===== config.mk =====
export PLATFORM = sky130hd
export DESIGN_NAME = reg_file_mp
export DESIGN_NICKNAME = d
export VERILOG_FILES = /design/src/rtl/reg_file_mp.sv
export SDC_FILE = /design/constraint.sdc
export NUM_CORES = 2
export LEC_CHECK = 0
export CORE_MARGIN = 2
export CORE_UTILIZATION = 35
export DETAILED_ROUTE_END_ITERATION = 12
export GPL_ROUTABILITY_DRIVEN = 0
export PLACE_DENSITY_LB_ADDON = 0.05
export SYNTH_ARGS = -nofsm -noshare
export SYNTH_HDL_FRONTEND = slang
export SYNTH_SLANG_ARGS = --single-unit

===== constraint.sdc =====
create_clock -name clk -period 11.5 [get_ports clk]
set_input_delay 2.3 -clock clk [delete_from_list [all_inputs] [get_ports clk]]
set_output_delay 2.3 -clock clk [all_outputs]
set_load 0.02 [all_outputs]

===== src/rtl/reg_file_mp.sv =====
`default_nettype none
// ============================================================================
//  Module   : reg_file_mp
//  Purpose  : Two-read / two-write register file with a one-entry-per-cycle
//             clear sweep, optional hard-wired zero entry and optional
//             same-cycle write-to-read forwarding (REG_FILE_MP_BYPASS_EN).
//  Revision : 1.0  initial release
// ============================================================================
module reg_file_mp #(
    parameter int DATA_W        = 32,
    parameter int ADDR_W        = 5,
    parameter bit HARDWIRE_ZERO = 1'b1
) (
    input  logic              clk,
    input  logic              rst,
    input  logic              clr,
    output logic              busy,
    input  logic              we0,
    input  logic [ADDR_W-1:0] wa0,
    input  logic [DATA_W-1:0] wd0,
    input  logic              we1,
    input  logic [ADDR_W-1:0] wa1,
    input  logic [DATA_W-1:0] wd1,
    input  logic [ADDR_W-1:0] ra1,
    input  logic [ADDR_W-1:0] ra2,
    output logic [DATA_W-1:0] rd1,
    output logic [DATA_W-1:0] rd2
);

    localparam int                DEPTH  = 2 ** ADDR_W;
    localparam logic [ADDR_W-1:0] c_last = ADDR_W'(DEPTH - 1);

    typedef enum logic [0:0] {
        ST_IDLE  = 1'b0,
        ST_CLEAR = 1'b1
    } state_t;

    state_t            r_state;
    state_t            w_state_nxt;
    logic [ADDR_W-1:0] r_cnt;
    logic [ADDR_W-1:0] w_cnt_nxt;
    logic [DATA_W-1:0] r_mem [DEPTH];

    logic w_idle;
    logic w_sweep_we;
    logic w_wv0;
    logic w_wv1;

    // ------------------------------------------------------------------
    // Sequencer: rst or clr (in IDLE) restarts the sweep at entry 0.
    // ------------------------------------------------------------------
    always_ff @(posedge clk) begin
        r_state <= w_state_nxt;
        r_cnt   <= w_cnt_nxt;
    end

    always_comb begin
        w_state_nxt = r_state;
        w_cnt_nxt   = r_cnt;
        if (rst) begin
            w_state_nxt = ST_CLEAR;
            w_cnt_nxt   = '0;
        end else begin
            case (r_state)
                ST_CLEAR: begin
                    if (r_cnt == c_last) begin
                        w_state_nxt = ST_IDLE;
                        w_cnt_nxt   = '0;
                    end else begin
                        w_cnt_nxt = r_cnt + 1'b1;
                    end
                end
                ST_IDLE: begin
                    if (clr) begin
                        w_state_nxt = ST_CLEAR;
                        w_cnt_nxt   = '0;
                    end
                end
                default: begin
                    w_state_nxt = ST_CLEAR;
                    w_cnt_nxt   = '0;
                end
            endcase
        end
    end

    assign busy       = (r_state == ST_CLEAR);
    assign w_idle     = (r_state == ST_IDLE) && !rst;
    assign w_sweep_we = (r_state == ST_CLEAR) && !rst;

    // Qualified writes; port 0 yields to port 1 on an address collision.
    assign w_wv1 = w_idle && we1 && !(HARDWIRE_ZERO && (wa1 == '0));
    assign w_wv0 = w_idle && we0 && !(HARDWIRE_ZERO && (wa0 == '0))
                   && !(w_wv1 && (wa1 == wa0));

    always_ff @(posedge clk) begin
        if (w_sweep_we) begin
            r_mem[r_cnt] <= '0;
        end else begin
            if (w_wv0) begin
                r_mem[wa0] <= wd0;
            end
            if (w_wv1) begin
                r_mem[wa1] <= wd1;
            end
        end
    end

    function automatic logic [DATA_W-1:0] f_read(input logic [ADDR_W-1:0] ra);
        logic [DATA_W-1:0] v;
        v = r_mem[ra];
`ifdef REG_FILE_MP_BYPASS_EN
        if (w_wv1 && (wa1 == ra)) begin
            v = wd1;
        end else if (w_wv0 && (wa0 == ra)) begin
            v = wd0;
        end
`else
`endif
        if (busy || (HARDWIRE_ZERO && (ra == '0))) begin
            v = '0;
        end
        return v;
    endfunction

    always_comb begin
        rd1 = f_read(ra1);
        rd2 = f_read(ra2);
    end

endmodule
`default_nettype wire

* Yosys cells after proc, flatten, opt, wreduce, memory -nomap -nowiden *
Memories as Yosys holds them, arrays and structs flattened.
Index checks and enable logic that the tools add are counted.

storage, ports and cells
  memories = 1
  flip-flop bits (word level) = 6
  output and inout port bits = 65
  bits in writable memories = 1024

operators by class
  reduce and logical (&&, ||, !) cells = 19
  multiplexer cells = 19
  bitwise logic cells = 1
  eq/ne operators = 3
  add/subtract/negate cells = 1

memory list
  name   depth  width  rd ports  clocked after memory_dff  write ports  RTL line  RTL
  r_mem  32     32     2         0                         2            42        logic [DATA_W-1:0] r_mem [DEPTH];

operator list
  kind                   number
  $mux W32               3
  $reduce_or A32 Y1      1
  $logic_not A5 Y1       4
  $mux W5                3
  $mux W1                11
  $pmux W5 S2            1
  $logic_and A1 B1 Y1    8
  $add A5 B1 Y5 const B  1
  $eq A5 B5 Y1           1
  $eq A5 B5 Y1 const B   1
  $logic_not A1 Y1       4
  $logic_or A1 B1 Y1     2
  $ne A2 B2 Y1 const B   1
  $pmux W1 S2            1
  $not A1 Y1             1

* Logic depth before layout (Yosys ltp) *
  word-level depth = 12
  depth in mapped cells = 8
  depth with buffers taken out = 7

* Least setup slack after synthesis *
Ideal clock, no wire load.

  kind = input to register
  start point = input wa1[0]
  end point = memory r_mem[14][0], enable pin
  setup time = 0.466 ns
  stages on the path = 6
  path slack = 4.992 ns
  data arrival time = 6.042 ns
  required time = 11.034 ns
  path through = buf_6 -> or4_4 -> o211ai_4 -> buf_6 -> o2111ai_1 -> o21ai_0

RTL lines
  what         RTL line  RTL
  from (decl)  22        input logic [ADDR_W-1:0] wa1,
  to (decl)    42

* Final worst setup path *
  start point = input ra2[4]
  end point = output rd2[11]

on the way
  word-level cells in the longest chain between the ends = 3
  elaborated cells on any way between the ends = 4
  classes of those cells = 1 x mux; 2 x reduce/logical; 1 x memory

ends and longest elaborated chain
  what                                                                     RTL line  RTL
  from (decl)                                                              25        input logic [ADDR_W-1:0] ra2,
  parallel branches: the longest is 2 deep, another holds $mem_v2 Z32 W32  n/a
  $mux W32 (*)                                                             120       if (busy || (HARDWIRE_ZERO && (ra == '0))) begin
  to (decl)                                                                27        output logic [DATA_W-1:0] rd2

Mark *: on every way between the ends.

==> results by group <==
Logic synthesis
  – Synth area leaders: edfxtp_1 (52%), mux4_2 (15%), o21ai_0 (8.5%)
  – Most frequent cell after synthesis: edfxtp_1
  – Yosys cell types: 56
  – Commonest cells post-synth: edfxtp_1 (1024), nand2_1 (1000), o21ai_0 (992)
  – Synth Area in Simple Gates: 9.438%
  – Main synth FF type: edfxtp_1
  – Async S/R FF share, synth: 0%
  – Post-synth EDFFs: 1024
  – Mux cell area share after synthesis: 19.10%
  – Post-synthesis register bit count: 1030
  – Mapped Nets: 5164
  – Sequential share of the synthesized area: 52.60%
  – Synth Area in Adders: 0.04264%
  – Avg Inst Size Synth: 11.57 um2
  – Synthesized instance count: 5073
  – Yosys top cell area share: 52.39%
  – Synth Area in XOR/XNOR: 0.07461%
  – Post-synthesis compound-gate area fraction: 13.95%
  – Yosys warning count: 0
  – Yosys top cell by area: edfxtp_1
  – Post-Syn Area: 0.05869 mm2
  – Largest family of logic cells by synthesized area: multiplexers

Detailed routing
  – # DRC: 0
  – 1st-iter DRT viols: 5186
  – WL/cell: 36.45 um
  – DR pass1 iterations: 6
  – Vias per std cell: 6.080
  – Routed vias: 43750
  – Post-Route WL: 262.3 mm
  – Detail Route Antenna Nets: 0

STA
  – Slew at the pin with the worst max-slew slack: 1.310 ns
  – RSZ-0062 raised after global routing: no
  – Max-Slew Margin vs Limit: 12.42%
  – Fin crit share: 73.76%
  – WHS: 0.6079 ns
  – Clock Skews: 0.02085 ns
  – Final setup violating endpoints: 0
  – TNS Setup: 0 ns
  – Final Hold Fails: 0
  – Crit path time final: 8.483 ns
  – Fmax: 117.9 MHz
  – Final slew viol count: 0

Hold path
  – Hold Crit Class: flip-flop to flip-flop
  – Hold Crit Start: r_cnt[1]

Power and ir drop
  – PwrDens: 129.2 mW/mm2
  – Peak VDD IR: 0.1555 mV
  – Lkg Pwr: 20.89 nW

GRT
  – Largest net degree at the start of global routing: 125
  – Total gr overflow: 0
  – First-pass GRT wire length: 357.9 mm
  – Initial antenna violation count: 22
  – Vias in the first global route: 42300
  – Aggregate global-route resource usage: 30.57%

Worst setup path
  – R2R Setup Slk: 6.97 ns
  – CP top delay family: buffers and inverters
  – Largest stage delay, worst path: 0.70 ns
  – Cell Chain, Critical Path: clkdlybuf4s50_1 > nor3_2 > buf_4 > and2_2 > buf_4 > a21oi_1 > nand4_1 > clkdlybuf4s50_1
  – CP Capture Type: output pin
  – CP Class: input pin to output pin
  – Largest fanout on the critical path: 33
  – Crit start category: input pin
  – Worst Path Buf+Inv: 4
  – Slowest stage cell, crit path: clkdlybuf4s50_1
  – Worst endpoint data arrival time: 6.18 ns
  – Crit Reg-Reg Startpoint: busy
  – Critical Path Start: ra2[4]
  – Data required, critical path: 9.20 ns

Floorplanning
  – Die Area: 0.1710 mm2
  – Initial core utilization: 35.18%
  – Core Footprint: 0.1668 mm2
  – Die height: 413.5 um
  – FP Rows: 150
  – Die X: 413.5 um
  – Num ports: 154

Finish
  – Final core utilization: 39.76%
  – P&R area growth vs syn: 13.03%
  – Final instance area: 0.06634 mm2
  – Final Net Count: 4973
  – Layout cells sized above 1: 17.00%
  – Final Non-Filler Cells: 7195

Clock network
  – Clock-pin transition on the worst setup and hold timing paths: 0.06 ns
  – Max Root-Sink Buffers: 3
  – Clock latency on the worst-skew pair: 0.78 ns
  – H-tree depth: 4
  – CTS sink count: 1030
  – Clock root buffer: clkbuf_16
  – CTS Hold Bufs: 0
  – Setup bufs post-CTS: 0
  – Post-CTS resize count: 0
  – CTS tree: done
  – Num CTS Buffers: 132

Run status
  – Status: finished clean

Placed design
  – Placed instance area: 0.06234 mm2
  – Post-detail-place hpwl: 148.5 mm
  – Placed cell count: 6952
  – IO Port Bufs: 153

Job
  – Max cap viols: 0
[logic make-up after synthesis]
logic type               Yosys count
multiplexers                     640
XOR/XNOR                           5
AND/OR/NAND/NOR                 1300
AO/OA/AOI/OAI                   1422
buffers and inverters            674
flip-flops                      1030
adder cells (fa/ha/maj)            2
[sequential cells by signal (all words and copies together) (netlist names)]
| name | count |
|---|---|
| busy | 1 |
| r_mem | 1024 |
| r_cnt | 5 |
[where the power goes]
| part | internal, W | switching, W |
|---|---|---|
| logic | 0.000187 | 0.000317 |
| registers | 0.00409 | 0.0000113 |
| clock network | 0.00223 | 0.00173 |
| total | 0.00651 | 0.00206 |
[layout by cell type (no fill, tap or decap), types with 30 or more instances in the layout]
cell / n
and3_1: 66
o21ai_4: 30
nand3_1: 68
edfxtp_1: 1024
mux4_2: 384
mux2i_1: 256
o21ai_0: 962
nand4_1: 67
inv_1: 36
buf_4: 152
clkbuf_16: 136
o21ai_1: 31
nand2_1: 1000
clkdlybuf4s50_1: 144
a22oi_1: 256
a21oi_1: 93
clkinv_1: 34
[worst min-delay path: cells and delay by family, from the launching register on]
| kind | cells | cell delay (ns) |
|---|---|---|
| simple gates | 1 | 0.10 |
| compound gates | 1 | 0.06 |
| flops | 1 | 0.39 |
[final cells by class]
cell class | instances | area (um2)
fillers | 15680 | 100500
flip-flops and latches | 1030 | 30870
multi-input cells | 3369 | 25750
clock buffers | 162 | 3511
repair buffers | 313 | 2828
well taps | 2204 | 2758
clock inverters | 73 | 466.7
inverters | 36 | 135.1
diodes | 8 | 20.02
[worst paths after layout]
| kind | endpoint | cells past startpoint |
|---|---|---|
| setup reg to reg | r_mem[13][25] | 7 |
| setup / recovery | rd2[11] | 8 |
| hold reg to reg | r_cnt[3] | 2 |
| hold / removal | r_cnt[3] | 2 |
[routing by layer]
metal	global-route usage [%]	up-vias	wire, um
met4	11.72	6	11010
met2	50.91	2042	126800
met5	0	-	36
li1	-	18890	-
met3	4.546	475	17880
met1	40.19	22330	106500
[stage by stage]
stage	setup WS [ns]	power [W]
after floorplan	4.992	0.004486
after global placement	3.065	0.004683
after detailed placement	3.092	0.004683
after CTS	3.073	0.008628
after global routing	2.987	0.008783
final	3.017	0.008569
No activity file was read; power rests on OpenSTA's default activity.
